`src/rtl/lifo_serializer_pkg.sv`:
```
// Shared types and constants for the lifo serializer and the lifo stage it drains.
package lifo_serializer_pkg;

  localparam int   LIFO_DATA_W = 10;
  localparam logic TX_IDLE     = 1'b1;

  typedef enum logic [2:0] {
    IDLE   = 3'd0,
    START  = 3'd1,
    DATA   = 3'd2,
    PARITY = 3'd3,
    STOP   = 3'd4
  } state_t;

  // Counter width able to hold 0..n-1, never narrower than one bit.
  function automatic int cnt_width(input int n);
    return (n > 1) ? $clog2(n) : 1;
  endfunction

endpackage

```
`src/rtl/lifo_serializer_baud.sv`:
```
// Bit-period timer: bit_tick pulses for one cycle at the end of every CLKS_PER_BIT-cycle bit.
module lifo_serializer_baud
  import lifo_serializer_pkg::*;
#(
  parameter int CLKS_PER_BIT = 4
) (
  input  logic clk,
  input  logic reset,
  input  logic clear,
  input  logic run,
  output logic bit_tick
);

  localparam int            BW   = cnt_width(CLKS_PER_BIT);
  localparam logic [BW-1:0] LAST = BW'(CLKS_PER_BIT - 1);

  logic [BW-1:0] cnt;

  assign bit_tick = run && (cnt == LAST);

  always_ff @(posedge clk or posedge reset) begin
    if (reset) begin
      cnt <= '0;
    end else if (clear || bit_tick) begin
      cnt <= '0;
    end else if (run) begin
      cnt <= cnt + 1'b1;
    end
  end

endmodule

```
`src/rtl/lifo_serializer.sv`:
```
// Pops words from the lifo stage and sends each as an async-serial frame (start, LSB-first data, stop).
// Define LIFO_SERIALIZER_PARITY_EN to insert an even-parity bit between data and stop.
module lifo_serializer
  import lifo_serializer_pkg::*;
#(
  parameter int DATA_W       = LIFO_DATA_W,
  parameter int CLKS_PER_BIT = 4,
  parameter int STOP_BITS    = 1,
  parameter int CNT_W        = 16
) (
  input  logic              clk,
  input  logic              reset,
  input  logic              enable,
  input  logic              lifo_val,
  input  logic [DATA_W-1:0] lifo_data,
  output logic              lifo_read,
  output logic              tx,
  output logic              busy,
  output logic [CNT_W-1:0]  words_sent
);

  localparam int            IDX_MAX   = (DATA_W > STOP_BITS) ? DATA_W : STOP_BITS;
  localparam int            IW        = cnt_width(IDX_MAX);
  localparam logic [IW-1:0] LAST_BIT  = IW'(DATA_W - 1);
  localparam logic [IW-1:0] LAST_STOP = IW'(STOP_BITS - 1);

  state_t              state, state_nx;
  logic [DATA_W-1:0]   shift, shift_nx;
  logic [IW-1:0]       bit_idx, bit_idx_nx;
  logic [CNT_W-1:0]    words_nx;
  logic                tx_nx;
  logic                bit_tick;
`ifdef LIFO_SERIALIZER_PARITY_EN
  logic                parity_q, parity_nx;
`endif

  // Pop only from IDLE; reset masks the strobe so nothing is lost while held.
  assign lifo_read = (state == IDLE) && enable && lifo_val && !reset;
  assign busy      = (state != IDLE);

  lifo_serializer_baud #(
    .CLKS_PER_BIT(CLKS_PER_BIT)
  ) u_baud (
    .clk     (clk),
    .reset   (reset),
    .clear   (lifo_read),
    .run     (busy),
    .bit_tick(bit_tick)
  );

  always_ff @(posedge clk or posedge reset) begin
    if (reset) begin
      state <= IDLE;
    end else begin
      state <= state_nx;
    end
  end

  always_comb begin
    state_nx   = state;
    shift_nx   = shift;
    bit_idx_nx = bit_idx;
    words_nx   = words_sent;
    tx_nx      = tx;
`ifdef LIFO_SERIALIZER_PARITY_EN
    parity_nx  = parity_q;
`endif
    case (state)
      IDLE: begin
        tx_nx = TX_IDLE;
        if (lifo_read) begin
          shift_nx   = lifo_data;
          bit_idx_nx = '0;
          tx_nx      = 1'b0;
          state_nx   = START;
`ifdef LIFO_SERIALIZER_PARITY_EN
          parity_nx  = ^lifo_data;
`endif
        end
      end
      START: begin
        if (bit_tick) begin
          tx_nx      = shift[0];
          bit_idx_nx = '0;
          state_nx   = DATA;
        end
      end
      DATA: begin
        if (bit_tick) begin
          if (bit_idx == LAST_BIT) begin
            bit_idx_nx = '0;
`ifdef LIFO_SERIALIZER_PARITY_EN
            tx_nx    = parity_q;
            state_nx = PARITY;
`else
            tx_nx    = TX_IDLE;
            state_nx = STOP;
`endif
          end else begin
            // tx is registered, so present the next bit from the shifted value.
            shift_nx   = shift >> 1;
            tx_nx      = shift_nx[0];
            bit_idx_nx = bit_idx + 1'b1;
          end
        end
      end
`ifdef LIFO_SERIALIZER_PARITY_EN
      PARITY: begin
        if (bit_tick) begin
          tx_nx      = TX_IDLE;
          bit_idx_nx = '0;
          state_nx   = STOP;
        end
      end
`endif
      STOP: begin
        tx_nx = TX_IDLE;
        if (bit_tick) begin
          if (bit_idx == LAST_STOP) begin
            bit_idx_nx = '0;
            words_nx   = words_sent + 1'b1;
            state_nx   = IDLE;
          end else begin
            bit_idx_nx = bit_idx + 1'b1;
          end
        end
      end
      default: begin
        tx_nx      = TX_IDLE;
        bit_idx_nx = '0;
        state_nx   = IDLE;
      end
    endcase
  end

  always_ff @(posedge clk or posedge reset) begin
    if (reset) begin
      tx         <= TX_IDLE;
      shift      <= '0;
      bit_idx    <= '0;
      words_sent <= '0;
`ifdef LIFO_SERIALIZER_PARITY_EN
      parity_q   <= 1'b0;
`endif
    end else begin
      tx         <= tx_nx;
      shift      <= shift_nx;
      bit_idx    <= bit_idx_nx;
      words_sent <= words_nx;
`ifdef LIFO_SERIALIZER_PARITY_EN
      parity_q   <= parity_nx;
`endif
    end
  end

endmodule

```
`config.mk`:
```
export PLATFORM = sky130hd
export DESIGN_NAME = lifo_serializer
export DESIGN_NICKNAME = d
export VERILOG_FILES = /design/src/rtl/lifo_serializer_pkg.sv /design/src/rtl/lifo_serializer_baud.sv /design/src/rtl/lifo_serializer.sv
export SDC_FILE = /design/constraint.sdc
export NUM_CORES = 1
export LEC_CHECK = 0
export BUFFER_PORTS_ARGS = -buffer_cell sky130_fd_sc_hd__buf_2
export CAP_MARGIN = 20
export CORE_MARGIN = 2
export CORE_UTILIZATION = 55
export CTS_CLUSTER_SIZE = 12
export DETAILED_ROUTE_END_ITERATION = 8
export PLACE_DENSITY = 0.79
export SLEW_MARGIN = 20
export SYNTH_ARGS = -nofsm -noshare
export SYNTH_HDL_FRONTEND = slang
export SYNTH_SLANG_ARGS = --single-unit
export TNS_END_PERCENT = 20
```
`constraint.sdc`:
```
create_clock -name clk -period 2.54 [get_ports clk]
set_clock_uncertainty 0.15 [all_clocks]
set_input_delay 0.508 -clock clk [delete_from_list [all_inputs] [get_ports clk]]
set_output_delay 0.508 -clock clk [all_outputs]
set_load 0.01 [all_outputs]
```
# Word-level counts from Yosys, hierarchy flattened
# Index checks and enable logic that the tools add are counted.
# W data, S select, Z words.
[classes]
addsub = 3
n_eq_ne = 12
n_mux = 25
reduce_logical = 16
[op_table]
columns = ["operator", "count"]
rows = [
  ["$mux W10", 3],
  ["$mux W4", 6],
  ["$pmux W10 S2", 1],
  ["$mux W3", 6],
  ["$add A16 B1 Y16 const B", 1],
  ["$pmux W4 S4", 1],
  ["$pmux W3 S4", 1],
  ["$ne A2 B1 Y1 const B", 4],
  ["$reduce_and A4 Y1", 2],
  ["$ne A2 B2 Y1 const B", 3],
  ["$reduce_and A6 Y1", 1],
  ["$add A4 B1 Y4 const B", 1],
  ["$eq A4 B4 Y1 const B", 1],
  ["$logic_and A1 B1 Y1", 4],
  ["$logic_not A4 Y1", 1],
  ["$mux W1", 4],
  ["$mux W2", 2],
  ["$reduce_bool A2 Y1", 2],
  ["$eq A3 B1 Y1 const B", 1],
  ["$eq A3 B2 Y1 const B", 1],
  ["$eq A3 B3 Y1 const B", 1],
  ["$logic_not A3 Y1", 1],
  ["$pmux W1 S3", 1],
  ["$reduce_and A3 Y1", 1],
  ["6 further kinds", 6],
]
[word_totals]
output_inout_bits = 19
ff_bits = 36
wordCells = 62
in_bits = 14

# Depth between registers and ports, before layout
[logic_depth]
depth_word = 6
depth_mapped = 7
mapped_depth_nobuf = 6

# Cells and area by module
# Synthesis repeated with hierarchy kept, for this count alone.
[hier_totals]
hier_cells = 186
hier_area_um2 = 1924.3
[modules_own_cells]
columns = ["mod", "seq_area_each_um2", "cells_each", "area_per_inst_um2", "instances"]
rows = [
  ["lifo_serializer", 852.1, 175, 1809.2, 1],
  ["lifo_serializer_baud", 50.0, 11, 115.1, 1],
]

# Worst setup path after synthesis
# No wires, ideal clock.
[synth_timing]
path_type = "in2reg"
startpoint = "input reset"
endpoint = "register shift[0]"
arrival_time_ns = 1.695
setup_time_ns = 0.125
path_slack_ns = 0.570
path_buffers = 0
path_stages = 4
t_required_ns = 2.265
cell_sequence = "nand3b_4 -> or2_1 -> a211oi_4 -> mux2_2"
[synth_via]
elab_chain_len = 4
[synth_rtl]
columns = ["item", "line_no", "source"]
rows = [
  ["start: declaration", "lifo_serializer.sv:12", "input logic reset,"],
  ["$logic_not A1 Y1 (no source line)", "n/a", ""],
  ["$logic_and A1 B1 Y1", "lifo_serializer.sv:38", "assign lifo_read = (state == IDLE) && enable && lifo_val && !reset;"],
  ["$ne A2 B1 Y1 (no source line)", "n/a", ""],
  ["$reduce_and A4 Y1 (no source line)", "n/a", ""],
  ["end signal: assignment", "lifo_serializer.sv:147", "shift <= shift_nx;"],
  ["end: declaration", "lifo_serializer.sv:28", "logic [DATA_W-1:0] shift, shift_nx;"],
]
# No other way between the ends.
# A chain may end at the register's enable or synchronous reset.

# Worst setup path after layout
[layout_timing]
startpoint = "register state[0]"
endpoint = "output lifo_read"
[layout_via]
elab_chain_len = 4
[layout_rtl]
columns = ["item", "line_no", "source"]
rows = [
  ["start: declaration", "lifo_serializer.sv:27", "state_t state, state_nx;"],
  ["start signal: assignment", "lifo_serializer.sv:55", "state <= state_nx;"],
  ["$logic_not A3 Y1", "lifo_serializer.sv:38", ""],
  ["$logic_and A1 B1 Y1 (3 in series)", "lifo_serializer.sv:38", ""],
  ["end: declaration", "lifo_serializer.sv:16", "output logic lifo_read,"],
]
# No other way between the ends.

==> key figures <==
Drt
  – Total vias in the final route: between 1,000 and 1,500
  – Post-detailed-route wirelength per cell: 15.0 um
  – DRC viols: 0
  – Drt total wl: ~4000 um
  – Starting DRT DRC Count: 50
  – Via density: approximately 5.6
  – DRT Pass-1 Iters: 4
  – Antenna viol nets, final: 0

Die
  – Core ar.: approximately 3400 um^2
  – Die extent in y: 64.0 um
  – Initial Util: 58.3%
  – Die area: around 4100 um^2
  – Std cell rows: 21
  – Width of the die: between 60 and 70 um
  – IO Count: 33

Synthesis
  – Post-synthesis sequential area ratio: 45.6%
  – Ys flop type: dfrtp_1
  – Post-synth EDFFs: 0
  – Flops & latches, synth: 36
  – Syn_nets: around 200
  – Synth cell types: between 40 and 50
  – Mapped Avg Cell Area: 11.0 um^2
  – Warnings from Yosys: 0
  – Share of synthesized registers carrying an async set or reset: 100%
  – Synth Instances: about 180
  – Mapped cell area: between 1500 and 2000 um^2

Power and ir drop
  – Switching share of power: 34.9%
  – Leak pwr: 0.00108 uW
  – Pint: about 1100 uW
  – Switch Pwr: about 610 uW
  – Pwr Density: roughly 800 nW/um^2
  – Max VDD drop: 0.554 mV
  – Flop pwr share: between 40% and 50%
  – Logic pwr share: between 30% and 40%
  – Clock power share: ~16%

Job
  – MaxCap Viol Count: 0

Global routing
  – Global route hottest layer: met2
  – GRT met1 Usage: 26.5%
  – Global-route wire length before repair: around 7000 um
  – Number of global-route vias before repair: between 1,500 and 2,000
  – Initial antenna violation count: 0
  – Largest net degree at the start of global routing: 22
  – Overflow after GRT: 0
  – Gr usage total: around 22%
  – Grt met2 use: between 30% and 40%
  – Routing usage on met3: under 10%

Placement
  – HPWL Detailed: roughly 2900 um
  – Post-place setup slack: 323 ps
  – GP Congestion: roughly 0.80
  – Port Buffers: 32
  – Placed cell area: ~2200 um^2

Worst setup path
  – Reg2Reg Depth: 7
  – Required time worst endpoint: about 1900 ps
  – Crit path launch type: flip-flop
  – Worst reg2reg endpoint: words_sent[13]
  – R2R Path Start: bit_idx[0]
  – Arrival time at the worst endpoint: between 1500 and 2000 ps
  – R2R Setup Slk: roughly 400 ps
  – Beginning of the critical path: state[0]
  – Setup CP Type: reg2out
  – Worst-path fanout max: 13
  – Crit path capture type: output pin

Clock network
  – CTS tree: done
  – H-tree depth: 2
  – Total CTS buffers: 5
  – Max Root-Sink Buffers: 2
  – Clock-pin slew on the worst setup and hold paths: around 100 ps
  – Postcts setup bufs: 0
  – Worst-Skew Late Latency: 340 ps
  – Clock Sinks: 36
  – Root Driver: clkbuf_4
  – Post-CTS Hold Fix Bufs: 0
  – CTS resizes: 0

Timing
  – Final Hold Fails: 0
  – Setup violators final: 0
  – Worst Tran Pin Value: about 670 ps
  – Final WS setup: 156 ps
  – RSZ-0062 raised after global routing: false
  – Slew Limit Fails: 0
  – Setup_tns: 0 ps
  – Tmin final: approximately 2400 ps
  – Fmax: about 420 MHz
  – Rel. slew slack: between 50% and 60%
  – Tcrit/Tclk final: between 90% and 100%

Final layout
  – Layout cell share with drive strength beyond 1: between 30% and 40%
  – Layout Nets: approximately 240
  – Footprint of the multi-input gates: around 1000 um^2
  – Commonest non-fill, non-tap cell in the layout: dfrtp_1
  – Most frequent cells in the layout: dfrtp_1 (35), buf_2 (32), mux2_2 (19), xor2_1 (12)
  – FF+latch area: 902 um^2
  – Antenna Cells: 0
  – Layout area overhead: 13.9%
  – Fillers: about 280
  – Fin area: approximately 2300 um^2

Status
  – Status: finished clean

Hold path
  – Hold Crit Class: in2async
[routing by layer]
| metal | vias up | share of wire, % |
|---|---|---|
| met5 | - | 0 |
| met4 | 0 | 2.4 |
| met3 | 10 | 4.3 |
| met2 | 28 | 51 |
| met1 | 728 | 42 |
| li1 | 714 | - |
[metrics by stage]
stage / instances / hold WS [ps] / power (uW) / utilization, %
6_report: 262 / 123 / 1750 / 66.4
3_3_place_gp: 255 / 303 / 1430 / 65.0
4_1_cts: 262 / 121 / 1770 / 66.4
5_1_grt: 262 / 141 / 1890 / 66.4
2_1_floorplan: 179 / 320 / 1340 / -
3_5_place_dp: 255 / 312 / 1480 / 65.0
[sequential cells by signal (all words and copies together) (netlist names)]
register and flops:
shift 10, bit_idx 4, state 3, u_baud.cnt 2, tx 1, words_sent 16
[cell type report]
type,count,share of cell area (%)
Multi-Input combinational cell,127,44.3
Sequential cell,36,40.1
Timing Repair Buffer,38,9.67
Tap cell,46,2.56
Clock buffer,6,1.83
Inverter,8,1.33
Clock inverter,1,0.222
[power by group through the flow]
stage / Clock, uW / Sequential, uW / Combinational [uW]
floorplan: 0 / 776 / 568
global placement: 0 / 830 / 601
detailed placement: 0 / 846 / 638
CTS: 296 / 834 / 643
global route: 326 / 861 / 706
finish: 280 / 836 / 638
[critical path, cell delays in order (launching register included)]
cell	delay (ps)
dfrtp_1	550
or3_1	500
nor2_1	170
buf_2	160
[synthesized netlist by cell type (4+ instances only)]
master    n  area [um^2]
inv_1     8         30.0
nand2_1  10         37.5
nand3_1   8         40.0
nor2_1   10         37.5
xor2_1   12          105
ha_1      5         62.6
mux2_2   19          214
xnor2_1   4         35.0
nand4_1   4         25.0
nor3_1    8         40.0
dfrtp_1  35          876
[kinds of logic after synthesis]
logic type | count (synthesis) | synth area share [%]
adders and majority gates | 5 | 3.16
muxes | 21 | 11.8
buffers and inverters | 16 | 3.92
xor gates and xnor gates | 16 | 7.09
DFF | 36 | 45.6
AOI/OAI and AO/OA | 24 | 9.94
and+or+nand+nor | 61 | 18.4
[how the worst max path moves through the flow]
| stage | end | slack (ps) | depth (start not counted) |
|---|---|---|---|
| 6_report | lifo_read | 160 | 3 |
| 5_1_grt | lifo_read | 60 | 3 |
| 3_3_place_gp | shift[3] | 360 | 5 |
| 3_5_place_dp | shift[2] | 320 | 5 |
| 4_1_cts | lifo_read | 140 | 3 |
| 2_1_floorplan | shift[0] | 570 | 4 |
Power figures use the tool's default switching activity.
